**config.mk**
```make
export PLATFORM = sky130hd
export DESIGN_NAME = decommutator
export DESIGN_NICKNAME = d
export VERILOG_FILES = /design/src/rtl/decommutator.sv
export SDC_FILE = /design/constraint.sdc
export NUM_CORES = 1
export LEC_CHECK = 0
export ABC_AREA = 0
export CAP_MARGIN = 40
export CORE_ASPECT_RATIO = 0.6
export CORE_MARGIN = 4
export CORE_UTILIZATION = 48
export CTS_BUF_LIST = sky130_fd_sc_hd__clkbuf_16
export CTS_CLUSTER_DIAMETER = 120
export DETAILED_ROUTE_END_ITERATION = 8
export PLACE_DENSITY = 0.76
export SYNTH_ARGS = -nofsm -noshare
export SYNTH_HDL_FRONTEND = slang
export SYNTH_SLANG_ARGS = --single-unit
```
**constraint.sdc**
```tcl
create_clock -name i_clk -period 1.7 [get_ports i_clk]
set_input_delay 0.51 -clock i_clk [delete_from_list [all_inputs] [get_ports i_clk]]
set_output_delay 0.51 -clock i_clk [all_outputs]
set_load 0.01 [all_outputs]
```
**src/rtl/decommutator.sv**
```systemverilog
// Serial-to-parallel frame decommutator: gathers PHASES samples per frame and flags short frames.
// Define DECOMMUTATOR_OCLK_EN to generate the divided frame-rate clock on o_clk; otherwise o_clk is 0.
module decommutator #(
  parameter int unsigned DATA_WIDTH = 4,
  parameter int unsigned PHASES     = 4
) (
  input  logic                         i_clk,
  input  logic                         i_rst,
  input  logic                         i_ena,
  input  logic                         i_sof,
  input  logic [DATA_WIDTH-1:0]        i_data,
  output logic [PHASES*DATA_WIDTH-1:0] o_data,
  output logic                         o_valid,
  output logic                         o_clk,
  output logic                         o_err
);

  localparam int unsigned CNT_W   = (PHASES > 1) ? $clog2(PHASES) : 1;
  localparam int unsigned FRAME_W = PHASES * DATA_WIDTH;
  localparam logic [CNT_W-1:0] LAST_PHASE = CNT_W'(PHASES - 1);

  logic [CNT_W-1:0]   cnt_q;
  logic [CNT_W-1:0]   cnt_d;
  logic [CNT_W-1:0]   phase_c;
  logic [FRAME_W-1:0] asm_q;
  logic [FRAME_W-1:0] asm_d;
  logic [FRAME_W-1:0] data_d;
  logic               valid_d;
  logic               err_d;

  // Next-state: a qualified sof forces phase 0; the last phase publishes the frame.
  always_comb begin
    phase_c = cnt_q;
    cnt_d   = cnt_q;
    asm_d   = asm_q;
    data_d  = o_data;
    valid_d = 1'b0;
    err_d   = o_err;
    if (i_ena) begin
      if (i_sof) begin
        phase_c = '0;
        if (cnt_q != '0) begin
          err_d = 1'b1;
        end
      end
      for (int unsigned p = 0; p < PHASES; p++) begin
        if (phase_c == CNT_W'(p)) begin
          asm_d[(PHASES-p)*DATA_WIDTH-1 -: DATA_WIDTH] = i_data;
        end
      end
      cnt_d = phase_c + CNT_W'(1);
      if (phase_c == LAST_PHASE) begin
        data_d  = asm_d;
        valid_d = 1'b1;
      end
    end
  end

  always_ff @(posedge i_clk) begin
    if (i_rst) begin
      cnt_q   <= '0;
      asm_q   <= '0;
      o_data  <= '0;
      o_valid <= 1'b0;
      o_err   <= 1'b0;
    end else begin
      cnt_q   <= cnt_d;
      asm_q   <= asm_d;
      o_data  <= data_d;
      o_valid <= valid_d;
      o_err   <= err_d;
    end
  end

`ifdef DECOMMUTATOR_OCLK_EN
  logic oclk_d;

  // High for the second half of the phase sequence: 50% duty at i_clk/PHASES.
  always_comb begin
    oclk_d = (cnt_d >= CNT_W'(PHASES / 2));
  end

  always_ff @(posedge i_clk) begin
    if (i_rst) begin
      o_clk <= 1'b0;
    end else begin
      o_clk <= oclk_d;
    end
  end
`else
  assign o_clk = 1'b0;
`endif

endmodule

```
# [Yosys cells after proc, flatten, opt, wreduce, memory -nomap -nowiden]
# Index checks and enable logic that the tools add are counted.
[totals] input_bits=8 out_inout_bits=19 ff_bits=36 word_cells=22
[classes] bitwise=1 add_sub_neg=1 reduce_logical=5 mux=7 eq_ne=3
[op_table] operator="4-bit 2-to-1 mux" n=4
[op_table] operator="2-bit equality test, second input constant" n=2
[op_table] operator="2-bit 2-to-1 mux" n=2
[op_table] operator="3-bit AND reduction" n=1
[op_table] operator="2-bit by 1-bit adder with 2-bit output, second input constant" n=1
[op_table] operator="2-bit by 1-bit equality test with 1-bit output, second input constant" n=1
[op_table] operator="2-bit zero test" n=1
[op_table] operator="2-bit AND reduction" n=1
[op_table] operator="2-bit nonzero test" n=1
[op_table] operator="2-bit OR reduction" n=1
[op_table] operator="1-bit 2-to-1 mux" n=1
[op_table] operator="1-bit NOT" n=1

# [Depth between registers and ports, before layout]
# Gate-level depths: netlist of the first run.
[logic_depth] ltp_word=4 ltp_mapped=6 depth_no_buf=3

# [Worst setup path after synthesis of the first run]
# OpenSTA, ideal clock, no wires.
[synth_timing] path_kind="input-to-reg" startpoint="input i_ena" endpoint="register asm_q[4]" required_ns=1.583 path_slack_ns=0.345 cell_stages=5 t_arrival_ns=1.238 setup_ns=0.117 path_buffers=2 cell_sequence="clkbuf_2 > nor4bb_1 > buf_4 > mux2i_1 > nor2_1"
[synth_rtl] item="start, declared" line="9" source="input logic i_ena,"
[synth_rtl] item="end signal, assigned" line="68" source="asm_q <= asm_d;"
[synth_rtl] item="end, declared" line="25" source="logic [FRAME_W-1:0] asm_q;"

# [Final worst setup path of the first run]
[layout_timing] startpoint="register o_data[4]" endpoint="output o_data[4]"
[layout_rtl] item="start, declared" line="12" source="output logic [PHASES*DATA_WIDTH-1:0] o_data,"
[layout_rtl] item="start signal, assigned" line="69" source="o_data <= data_d;"
# No word-level cell between the ends.

==> results of run 1 <==
==> cell usage after synthesis <==
cell type	instances
buf_2	3
clkbuf_2	1
and4bb_2	1
buf_4	5
nor2_1	13
o21ai_0	1
and4b_1	1
nand2_1	33
mux2i_1	12
a21oi_1	14
conb_1	1
inv_1	1
o211ai_1	1
nor3_1	1
o21ai_1	1
buf_6	2
dfxtp_1	32
a21oi_2	4
nor4bb_1	1
nand4b_1	1
clkbuf_1	2
nand2b_1	8
==> report_power, final <==
| part | leakage (nW) | internal, mW | total (mW) | switching, mW |
|---|---|---|---|---|
| Combinational | 0.308 | 0.0497 | 0.0955 | 0.0458 |
| Clock | 0.0738 | 0.525 | 0.808 | 0.284 |
| Sequential | 0.259 | 0.766 | 0.777 | 0.0113 |
| Total | 0.641 | 1.34 | 1.68 | 0.341 |
==> per-stage QoR <==
stage	hold slack, ps	std cells	utilization [%]	setup slack [ps]
detailed placement	445.8	190	66.68	-151.2
CTS	456.6	198	72.59	27.06
global route	472.3	198	72.81	7.757
global placement	431.1	190	66.68	-116.1
floorplan	429.9	139	-	345.3
finish	451.0	198	72.81	33.59
==> sequential cells by signal (all words and copies together), names as in the netlist <==
signal	cells
asm_q	12
cnt_q	2
o_data	16
o_err	1
o_valid	1
==> layout make-up <==
cell class,count,area share (%)
clock buffers,5,7.440
repair buffers,34,20.68
inverters,1,0.2232
flip-flops and latches,32,38.10
well taps,30,2.232
multi-input cells,93,30.65
clock inverters,3,0.6696
==> final timing paths <==
kind              slack (ps)                      end  cells past startpoint                    start
hold reg to reg          450  o_data[13]$_SDFFE_PP0P_                      2  o_data[13]$_SDFFE_PP0P_
hold / removal           450  o_data[13]$_SDFFE_PP0P_                      2  o_data[13]$_SDFFE_PP0P_
setup reg to reg         410    asm_q[7]$_SDFFE_PP0P_                      4    cnt_q[1]$_SDFFE_PP0P_
setup / recovery          30                o_data[4]                      1   o_data[4]$_SDFFE_PP0P_
==> per-layer routing <==
layer  wire, um  track usage (%)  vias up
li1           -                -      507
met1       1250            21.52      449
met2       1214            29.23       27
met3        161            6.709        4
met4         18            5.415        0
met5          0                0        -
==> kinds of logic after synthesis <==
kind of cell	Yosys count	share of synthesized area, %
mux	12	9.629
simple gates	59	21.56
other cells	1	0.3006
buf+inv	14	7.321
compound gates	21	9.829
flops	32	51.35
==> repair_timing <==
item / in CTS / in global routing
setup buffers: 0 / 0
endpoints found under the hold margin: 0 / 0
gates resized for setup: 0 / 2
hold buffers: 0 / 0
setup endpoints to repair: 0 / 2
==> flow_metrics.py, run 1 <==
metrics = {
    "final_layout": {
        "nNetsFinal": 175,
        "antennaDiodeCount": 0,
        "multi_input_comb_area_um2": 515.5,
        "final_common_cell": "nand2_1",
        "fin_area_um2": 1682,
        "syn_to_final_growth_pct": 34.80,
        "seqCellArea_um2": 640.6,
        "final_cell_mix": "nand2_1, dfxtp_1, clkdlybuf4s50_1, a21oi_1, nor2_1",
        "nFillCells": 175,
        "drive_gt1_share_pct": 11.31,
    },
    "drt": {
        "num_vias": 987,
        "drcViolationCount": 0,
        "via_per_inst": 4.985,
        "drt_iter0_drc": 44,
        "dr.pass1.iters": 4,
        "wl_per_cell_um": 13.36,
        "ant_nets": 0,
        "routed_wl_um": 2645,
    },
    "timing": {
        "min_period_ps": 1666,
        "fin_skew_ps": 1.797,
        "tns_ps": 0,
        "setup_violations": 0,
        "finalHoldViolCount": 0,
        "rsz0062_at_grt": "no",
        "timing.final.crit_share_pct": 98.02,
        "max_freq_mhz": 600.1,
        "finalMaxSlewViolations": 0,
    },
    "power_and_ir_drop": {
        "total_power_mw": 1.681,
        "powerDensity_nw_per_um2": 999.5,
        "power.leakage_nw": 0.6408,
        "ir_worst_vdd_v": 0.0006312,
    },
    "synth": {
        "yosys_warnings": 0,
        "synth.yosys.seq_area_share_pct": 51.35,
        "yosysUniqueCellTypes": 22,
        "synth_seq_cells": 32,
        "syn_area_um2": 1247,
        "synth_area_leaders": "dfxtp_1, nand2_1, mux2i_1, a21oi_1, nand2b_1",
        "yosysTopAreaCell": "dfxtp_1",
        "synth_top_area_share_pct": 51.35,
        "syn_inst": 139,
        "postSynthAreaPerCell_um2": 8.974,
        "syn_nets": 147,
    },
    "critical_path": {
        "slowest_delay_ps": 550,
        "cp_slowest_cell": "clkdlybuf4s50_1",
        "cp_data_arrival_time_ps": 1160,
        "path_class": "reg2out",
        "cp-end-kind": "output pin",
        "startpoint_type": "flip-flop",
        "path_buf_inv": 1,
        "worstPathRequired_ps": 1190,
        "cpLargestDelayFamily": "buffers and inverters",
        "cp_cell_sequence": "clkdlybuf4s50_1",
        "critPathMaxFanout": 2,
    },
    "placement": {
        "io_buffers": 25,
        "place_hpwl_um": 1790,
        "placed_cell_area_um2": 1540,
        "place.gp.congestion": 0.7927,
    },
    "floorplanning": {
        "dieWidth_um": 73.82,
        "pin_count": 27,
        "dieArea_um2": 3505,
        "initial_core_util_pct": 54.01,
        "rows": 13,
        "die_y_um": 47.49,
        "core_um2": 2310,
    },
    "grt": {
        "grt.overflow.total": 0,
        "grt_max_degree": 37,
        "antenna_found_initial": 0,
        "grt_pass1_wl_um": 4416,
        "grt_usage_pct": 17.51,
        "grt_pass1_vias": 956,
    },
    "clock_tree": {
        "h-tree-depth": 2,
        "cts_tree": "built",
        "clock_latency_ps": 270,
        "cts_buffer_depth": 2,
        "cts_buffers": 5,
        "cts-root-buf": "clkbuf_16",
        "clkTransAtPathRegs_ps": 50,
        "cts.sinks": 32,
    },
    "hold_path": {
        "hp-class": "reg2reg",
    },
    "job": {
        "maxCapViolCount": 0,
    },
    "run_status": {
        "status": "completed",
    },
}
Note: power is estimated with default switching activity, not from simulation.
==> run 2: changes to the inputs <==
--- a/config.mk
+++ b/config.mk
@@ -13,7 +13,7 @@
 export CTS_BUF_LIST = sky130_fd_sc_hd__clkbuf_16
 export CTS_CLUSTER_DIAMETER = 120
 export DETAILED_ROUTE_END_ITERATION = 8
-export PLACE_DENSITY = 0.76
+export PLACE_DENSITY = 0.73
 export SYNTH_ARGS = -nofsm -noshare
 export SYNTH_HDL_FRONTEND = slang
 export SYNTH_SLANG_ARGS = --single-unit
==> flow_metrics.py, run 2 (synthesis results as in run 1) <==
metrics = {
    "power_and_ir_drop": {
        "total_power_mw": 1.676,
        "power.leakage_nw": 0.6129,
        "powerDensity_nw_per_um2": 999.8,
        "ir_worst_vdd_v": 0.0005724,
    },
    "run_status": {
        "status": "completed",
    },
    "grt": {
        "grt_max_degree": 37,
        "grt_usage_pct": 17.72,
        "antenna_found_initial": 0,
        "grt_pass1_wl_um": 4457,
        "grt_pass1_vias": 973,
        "grt.overflow.total": 0,
    },
    "floorplanning": {
        "initial_core_util_pct": 54.01,
        "core_um2": 2310,
        "dieArea_um2": 3505,
        "die_y_um": 47.49,
        "rows": 13,
        "dieWidth_um": 73.82,
        "pin_count": 27,
    },
    "timing": {
        "finalMaxSlewViolations": 0,
        "hold_ws_ps": 447.8,
        "min_period_ps": 1661,
        "worst_slack_ps": 39.37,
        "setup_violations": 0,
        "fin_skew_ps": 2.913,
        "timing.final.crit_share_pct": 97.68,
        "tns_ps": 0,
        "max_freq_mhz": 602.2,
        "finalHoldViolCount": 0,
        "rsz0062_at_grt": "no",
    },
    "final_layout": {
        "final_util_pct": 72.59,
        "nNetsFinal": 173,
        "syn_to_final_growth_pct": 34.40,
        "reg_top3": "o_data (16), asm_q (12), cnt_q (2)",
        "seqCellArea_um2": 640.6,
        "final_common_cell": "nand2_1",
        "regMostFlops": "o_data",
        "antennaDiodeCount": 0,
        "nFillCells": 184,
        "final_cell_mix": "nand2_1, dfxtp_1, clkdlybuf4s50_1, a21oi_1, nor2_1",
        "largest_reg_flops": 16,
        "multi_input_comb_area_um2": 525.5,
        "drive_gt1_share_pct": 10.84,
    },
    "critical_path": {
        "r2r_setup_slack_ps": 390,
        "crit_path_start": "o_data[3]$_SDFFE_PP0P_",
        "critPathMaxFanout": 2,
        "cp_cell_sequence": "clkdlybuf4s50_1",
        "path_class": "reg2out",
        "crit_end": "o_data[3]",
        "r2r-start": "cnt_q[1]$_SDFFE_PP0P_",
        "cp_num_cells": 1,
        "slowest_delay_ps": 540,
        "reg2reg_depth": 4,
        "rr_endpoint": "asm_q[7]$_SDFFE_PP0P_",
        "cp_data_arrival_time_ps": 1150,
        "worstPathRequired_ps": 1190,
        "startpoint_type": "flip-flop",
        "cp_slowest_cell": "clkdlybuf4s50_1",
        "cpLargestDelayFamily": "buffers and inverters",
        "cp-end-kind": "output pin",
        "path_buf_inv": 1,
    },
    "drt": {
        "num_vias": 1012,
        "drcViolationCount": 0,
        "routed_wl_um": 2667,
        "ant_nets": 0,
        "via_per_inst": 5.163,
        "drt_iter0_drc": 54,
        "wl_per_cell_um": 13.61,
        "dr.pass1.iters": 4,
    },
    "placement": {
        "place.gp.congestion": 0.7320,
        "dpl_worst_slack_ps": -157.7,
        "place_hpwl_um": 1791,
        "io_buffers": 25,
    },
    "clock_tree": {
        "cts_tree": "built",
        "cts_buffer_depth": 2,
        "cts_buffers": 5,
        "cts-root-buf": "clkbuf_16",
        "h-tree-depth": 2,
        "cts.sinks": 32,
        "clkTransAtPathRegs_ps": 50,
        "clock_latency_ps": 270,
    },
    "hold_path": {
        "hp-class": "reg2reg",
    },
    "job": {
        "maxCapViolCount": 0,
    },
}
[run 2: worst min-delay path by stage]
stage / endpoint / start / slack [ps] / cells past startpoint
after detailed placement: o_err$_SDFFE_PP0P_ / o_err$_SDFFE_PP0P_ / 440 / 2
after global routing: o_err$_SDFFE_PP0P_ / o_err$_SDFFE_PP0P_ / 460 / 2
final: o_err$_SDFFE_PP0P_ / o_err$_SDFFE_PP0P_ / 450 / 2
after CTS: o_err$_SDFFE_PP0P_ / o_err$_SDFFE_PP0P_ / 450 / 2
after floorplan: o_data[14]$_SDFFE_PP0P_ / asm_q[14]$_SDFFE_PP0P_ / 430 / 2
after global placement: o_err$_SDFFE_PP0P_ / o_err$_SDFFE_PP0P_ / 430 / 2
[run 2: power breakdown]
part | switching, mW | internal (mW) | leakage, nW | total (mW)
registers | 0.0116 | 0.766 | 0.259 | 0.778
clock network | 0.280 | 0.524 | 0.0738 | 0.804
logic | 0.0468 | 0.0476 | 0.280 | 0.0944
[run 2: layout make-up]
cell class	count	share of cell area (%)
clock buffers	5	7.463
clock inverters	3	0.6716
inverters	1	0.2239
multi-input cells	93	31.34
flip-flops and latches	32	38.21
well taps	30	2.239
repair buffers	32	19.85
[run 2: through the flow]
step	instance area, um^2	std cells
finish	1677	196
global route	1677	196
CTS	1662	196
detailed placement	1525	188
global placement	1525	188
floorplan	1247	139
[run 2: repair_timing]
action / in CTS / in global routing
endpoints found under the setup margin: 0 / 6
gates resized for setup: 0 / 4
hold buffers: 0 / 0
setup buffers: 0 / 0
[run 2: per-layer routing]
| layer | wire, um | global-route usage (%) | up-vias | share of wire (%) |
|---|---|---|---|---|
| met4 | 36 | 8.664 | 0 | 1.3 |
| met1 | 1179 | 21.18 | 476 | 44 |
| met3 | 163 | 6.080 | 5 | 6.1 |
| met2 | 1288 | 29.40 | 31 | 48 |
| met5 | 0 | 0 | - | 0 |
| li1 | - | - | 500 | - |
==> run 3: changes to the inputs <==
--- a/config.mk
+++ b/config.mk
@@ -11,7 +11,6 @@
 export CORE_MARGIN = 4
 export CORE_UTILIZATION = 48
 export CTS_BUF_LIST = sky130_fd_sc_hd__clkbuf_16
-export CTS_CLUSTER_DIAMETER = 120
 export DETAILED_ROUTE_END_ITERATION = 8
 export PLACE_DENSITY = 0.73
 export SYNTH_ARGS = -nofsm -noshare
==> results of run 3 <==
Final layout, timing and power as in run 2 (identical DEF).
==> RTL change 1, RTL diff (flow settings as in run 1) <==
The option `DECOMMUTATOR_OCLK_EN` is turned on by a define.
--- a/src/rtl/decommutator.sv
+++ b/src/rtl/decommutator.sv
@@ -2,2 +2,4 @@
 // Define DECOMMUTATOR_OCLK_EN to generate the divided frame-rate clock on o_clk; otherwise o_clk is 0.
+`define DECOMMUTATOR_OCLK_EN
+
 module decommutator #(
Check against the original RTL: not equivalent (a bounded check fails within 4 cycles, from zero or initial values and one cycle with i_rst high).
==> RTL change 1 against run 1 <==
Setup slack better by 0.014 ns. Area after synthesis up 6.3%. Clock power about the same. Maximum frequency up 0.82%. Non-clock buffer count up 1. Sequential cell count up 1. Design area up 7.7%. Total power up 4.2%. Cell count up 3.5%. Utilization down 2.5 points. Clock skew up 0.0020 ns. Wire length up 14%. Critical path type unchanged. Critical endpoint is now o_data[1]. Highest routed layer unchanged.
==> RTL change 1: results (changes against run 1) <==
The number of search-and-repair iterations in the first detailed-routing pass is 4 (unchanged), and the initial detailed-routing violation count is 44 (unchanged). The flow ran to the end, and the final reports show no timing, DRC or antenna violations. The largest fanout on the critical path was 2 (unchanged); the estimated wirelength of the detail-placed design was 1980 µm (+11%). The clock insertion delay at the later pin of the skew report was 0.27 ns (about the same); the total wirelength of the detailed-routed design was 3000 µm (+14%).

The run gives 198 (+4.2%) as the post-placement cell count. The overall routing resource usage was 17.7% (+0.22 points). The run gives 2 (unchanged) as the total number of H-tree levels. The run gives 205 (+3.5%) as the filler-free cell count of the finished design. o_data holds more flip-flops than any other register. Sorting the synthesized cells by how often they occur yields 33 x sky130_fd_sc_hd__dfxtp_1, 30 x sky130_fd_sc_hd__nand2_1, 18 x sky130_fd_sc_hd__a21oi_1.

For the peak supply drop, the log shows 0.647 mV (+2.5%). The register area share after synthesis is 49.8% (-1.5 points). The clock-pin slew on the worst setup and hold paths came out at 0.05 ns (about the same). In the final layout, the registers with the most flip-flops are o_data: 16 flops, asm_q: 12 flops, cnt_q: 2 flops. The total CTS buffers was 5 (unchanged). The largest net degree at the start of global routing is 34 (-8.1%), and the clock tree buffer depth is 2 (unchanged). Number of antenna violations at the first check in global routing: 0 (unchanged). The run gives 0 (unchanged) as the number of antenna diodes. The logs give 0.24 ns (-0.17 ns) for the flop-to-flop setup slack and 0 (unchanged) for the number of warnings printed during yosys synthesis. CTS placed an instance of sky130_fd_sc_hd__clkbuf_16 at the clock tree root. The static power due to leakage came out at 0.000713 µW (+11%). The arrival time at the worst endpoint came out at 1.14 ns (-0.02 ns).

The switching component of the power was 371 µW (+8.8%); the maximum single-stage delay on the critical path was 0.55 ns (about the same). The largest individual stage delay along the critical path comes from the cell sky130_fd_sc_hd__clkdlybuf4s50_1. Count of buffers inserted at the top-level ports: 26 (+4.0%). In the post-synthesis netlist, the biggest area contributors are sky130_fd_sc_hd__dfxtp_1 50%, sky130_fd_sc_hd__mux2i_1 9.8%, sky130_fd_sc_hd__nand2_1 8.5%. Proportion of synthesized flip-flops having asynchronous set or reset: 0% (unchanged).

The via-per-instance ratio was 5.19 (+4.1%); the placer's final routability congestion estimate was 0.792 (-0.10%). Via count of the first global-routing pass: 1042 (+9.0%). Total nets after synthesis: 153 (+4.1%). Path class of the lowest-slack min-delay path: reg -> reg. For hold timing, the worst endpoint is o_data[9].

The tools report the beginning of the worst register-to-register path as cnt_q[0]. The cell family contributing the most delay on the critical path is buffers and inverters. The transition time at the pin with the least slew margin was 0.408 ns. The tools report the count of different cell masters after synthesis as 24 (+9.1%).

The start point of the worst hold path is o_data[9]. The depth of the worst register-to-register path came out at 5 (+1). Among all flip-flop cells after synthesis, the most frequent one is sky130_fd_sc_hd__dfxtp_1. The number of stages on the worst hold path came out at 2 (unchanged). For the global-route wire length before repair, the log shows 4940 µm (+12%). The reg-to-reg critical path endpoint is o_data[13].

The gate count of the mapped netlist was 144 (+3.6%); the setup clock skew after layout was 0.00376 ns (+0.00197 ns). The tools report the number of nets in the finished design as 182 (+4.0%). Proportion of layout cells with a drive suffix above 1: 14.5% (+3.1 points).
==> RTL change 1: power groups by stage <==
stage / clock, µW / sequential, µW / combinational (µW)
after global routing: 864 / 807 / 144
final: 811 / 806 / 134
after detailed placement: 0 / 819 / 126
after global placement: 0 / 818 / 122
after floorplan: 0 / 813 / 75.0
after CTS: 825 / 804 / 128
==> RTL change 1: layout make-up <==
class,instances,area [µm²]
clock inverters,2,7.51
well taps,32,40.0
flip-flops and latches,33,661
repair buffers,35,375
inverters,1,3.75
fillers,190,764
multi-input cells,97,598
clock buffers,5,125
==> RTL change 1: cell families after synthesis <==
kind of cell | count (synthesis) | share of synthesized area (%)
simple gates | 58 | 20.4
compound gates | 25 | 12.3
flops | 33 | 49.8
buf+inv | 14 | 6.79
mux | 13 | 9.81
fa+ha+maj | 1 | 0.943
==> RTL change 1: worst register-to-register path, delay by kind of cell (launching register included) <==
family	cells	cell delay (ns)
mux	1	0.15
compound gates	1	0.21
simple gates	1	0.08
fa+ha+maj	1	0.23
flops	1	0.56
buf+inv	1	0.15
==> RTL change 1: routing by layer <==
layer | track usage [%] | wire [µm] | vias up
met4 | 6.98 | 23 | 0
met1 | 23.9 | 1400 | 497
met3 | 5.99 | 165 | 3
met2 | 25.7 | 1410 | 22
met5 | 0 | 0 | -
li1 | - | - | 542
==> RTL change 1: how the worst max path moves through the flow <==
stage,start,end,slack [ns]
finish,o_data[1],o_data[1],0.05
floorplan,i_sof,o_data[12],0.30
CTS,i_sof,o_data[13],0.005
detailed placement,i_sof,o_data[13],-0.28
global route,o_data[7],o_data[7],0.004
global placement,i_sof,o_data[15],-0.22
==> RTL change 1: stage by stage <==
stage / worst slack [ns] / cell area [µm²] / hold slack [ns]
detailed placement: -0.276 / 1650 / 0.445
floorplan: 0.297 / 1330 / 0.431
global placement: -0.221 / 1650 / 0.432
finish: 0.0472 / 1810 / 0.449
global route: 0.00395 / 1810 / 0.466
CTS: 0.00462 / 1780 / 0.453
==> RTL change 1: what timing repair did <==
item,4_1_cts,5_1_grt
gates resized for setup,0,10
setup buffers,0,0
setup endpoints to repair,0,20
==> RTL change 2, RTL diff (flow settings as in run 1) <==
Made on the original files. Register the output `o_data` once more, cleared by the reset; this adds one clock of latency there. The other outputs are not delayed to match.
--- a/src/rtl/decommutator.sv
+++ b/src/rtl/decommutator.sv
@@ -21,2 +21,4 @@
 
+  logic [PHASES*DATA_WIDTH-1:0] o_data_s0;
+
   logic [CNT_W-1:0]   cnt_q;
@@ -35,3 +37,3 @@
     asm_d   = asm_q;
-    data_d  = o_data;
+    data_d  = o_data_s0;
     valid_d = 1'b0;
@@ -62,3 +64,3 @@
       asm_q   <= '0;
-      o_data  <= '0;
+      o_data_s0 <= '0;
       o_valid <= 1'b0;
@@ -68,3 +70,3 @@
       asm_q   <= asm_d;
-      o_data  <= data_d;
+      o_data_s0 <= data_d;
       o_valid <= valid_d;
@@ -93,2 +95,10 @@
 
+  always_ff @(posedge i_clk) begin
+    if (i_rst) begin
+      o_data <= '0;
+    end else begin
+      o_data <= o_data_s0;
+    end
+  end
+
 endmodule
Formal check against the unedited RTL: not equivalent (Yosys sat finds a counterexample within 10 cycles, from zero or initial values and one cycle with i_rst high).
==> RTL change 2 against run 1 <==
Register-to-register slack worse by 0.04 ns. Total power up 38%. Count of clock-buffer cells in the layout unchanged. Setup slack better by 0.015 ns. Area after synthesis up 32%. Design area up 23%. Sequential cell count up 16. Wire length up 15%. Critical path type unchanged. Highest routed layer unchanged.
==> RTL change 2: results (changes against run 1) <==
Beginning of the worst register-to-register path: cnt_q[0]. The tools report the post-place instance area as 1910 µm² (+24%). The via-per-instance ratio came out at 4.79 (-3.9%). The total nets after synthesis was 175 (+19%); the total count of max-transition violations in the final report was 0 (unchanged).

The largest net degree at the start of global routing was 49 (+32%). The tools report the clock insertion delay at the later pin of the skew report as 0.29 ns (+0.02 ns). Worst setup path startpoint: o_err. The via count of the first global-routing pass is 1123 (+17%), and the static power due to leakage is 0.000763 µW (+19%). The maximum single-stage delay on the critical path works out to 0.53 ns (-0.02 ns).

The cell family contributing the most delay on the critical path is buffers and inverters. The logs give 21 (-4.5%) for the count of different cell masters after synthesis and 0.738 (-6.9%) for the placer's final routability congestion estimate. For the number of nets in the finished design, the log shows 198 (+13%). The tools report the estimated wirelength of the detail-placed design as 2090 µm (+17%). The post-synthesis average cell area was 9.85 µm² (+9.8%). The number of search-and-repair iterations in the first detailed-routing pass was 4 (unchanged); the switching component of the power was 453 µW (+33%).

The logs give 95 (+120%) for the initial detailed-routing violation count and 61.8% for the headroom to the max-slew limit. The largest fanout on the critical path works out to 2 (unchanged). The commonest cells after synthesis are 48 x sky130_fd_sc_hd__dfxtp_1, 29 x sky130_fd_sc_hd__nand2_1, 16 x sky130_fd_sc_hd__nor2b_1. The number of antenna violations at the first check in global routing came out at 0 (unchanged).

The startpoint identified for the worst hold timing path is o_err. Path class of the lowest-slack min-delay path: reg -> reg. Proportion of layout cells with a drive suffix above 1: 7.33% (-4.0 points).

The count of buffers inserted at the top-level ports was 25 (unchanged). The flow ran to the end, and the final reports show no timing, DRC or antenna violations. The arrival time at the worst endpoint came out at 1.14 ns (-0.02 ns). The tools report the setup clock skew after layout as 0.00577 ns (+0.00397 ns). Among all stages on the critical path, the largest delay is contributed by sky130_fd_sc_hd__clkdlybuf4s50_1. The placement-stage worst setup slack was -0.207 ns (-0.0556 ns); the total CTS buffers was 5 (unchanged). The cell at the root of the clock tree was sky130_fd_sc_hd__clkbuf_16.

The total wirelength of the detailed-routed design was 3040 µm (+15%). The register area share after synthesis was 58.4% (+7.0 points). By area the synthesized netlist is led by sky130_fd_sc_hd__dfxtp_1 58%, sky130_fd_sc_hd__mux2i_1 7.3%, sky130_fd_sc_hd__nand2_1 6.6%.

Proportion of synthesized flip-flops having asynchronous set or reset: 0% (unchanged). The clock tree buffer depth came out at 2 (unchanged). Clock-pin slew was measured on the worst setup and hold paths at 0.06 ns.

For the number of warnings printed during yosys synthesis, the log shows 0 (unchanged). The global-route wire length before repair is 5140 µm (+16%). For the overall routing resource usage, the log shows 15.3% (-2.2 points).

Depth of the worst register-to-register path: 3 (-1). Number of inserted filler cells in the final layout: 258 (+47%). The post-placement cell count was 228 (+20%); the number of antenna diodes was 0 (unchanged). The filler-free cell count of the finished design came out at 236 (+19%).

For the peak supply drop, the log shows 0.486 mV (-23%). The largest registers in the layout are o_data: 16 flops, o_data_s0: 16 flops, asm_q: 12 flops.
-- RTL change 2: power by group through the flow --
| stage | Combinational (µW) | Clock (µW) | Sequential, µW |
|---|---|---|---|
| final | 91.7 | 1080 | 1150 |
| after global routing | 102 | 1140 | 1150 |
| after CTS | 91.6 | 1100 | 1150 |
| after detailed placement | 90.5 | 0 | 1170 |
| after global placement | 87.1 | 0 | 1170 |
| after floorplan | 60.8 | 0 | 1170 |
-- RTL change 2: final timing paths --
kind,endpoint,slack [ns]
max,o_err,0.05
min,o_err,0.44
max reg2reg,asm_q[12],0.37
min reg2reg,o_err,0.44
-- RTL change 2: cells by family after synthesis --
kind of cell    Yosys count  synth area share, %
compound gates           21                 6.54
buf+inv                  14                 5.47
flops                    48                 58.4
mux                      12                 7.30
other cells               1                0.228
simple gates             71                 22.1
-- RTL change 2: routing by layer --
layer	global-route usage (%)	wire length, µm	vias to the layer above	share of wire, %
met1	17.3	1420	520	47
met3	5.13	128	6	4.2
met5	0	0	-	0
met4	8.82	57	0	1.9
li1	-	-	582	-
met2	25.9	1430	22	47
-- RTL change 2: cell type report --
cell class              count  area (µm²)  area share (%)
well taps                  45        56.3            2.71
multi-input cells         105         598            28.8
repair buffers             29         293            14.1
clock buffers               5         125            6.03
inverters                   1        3.75           0.181
flip-flops and latches     48         961            46.3
clock inverters             3        38.8            1.87
-- RTL change 2: repair_timing --
action / 4_1_cts / 5_1_grt
buffers inserted: 0 / 0
gates resized for setup: 0 / 2
setup endpoints to repair: 0 / 1
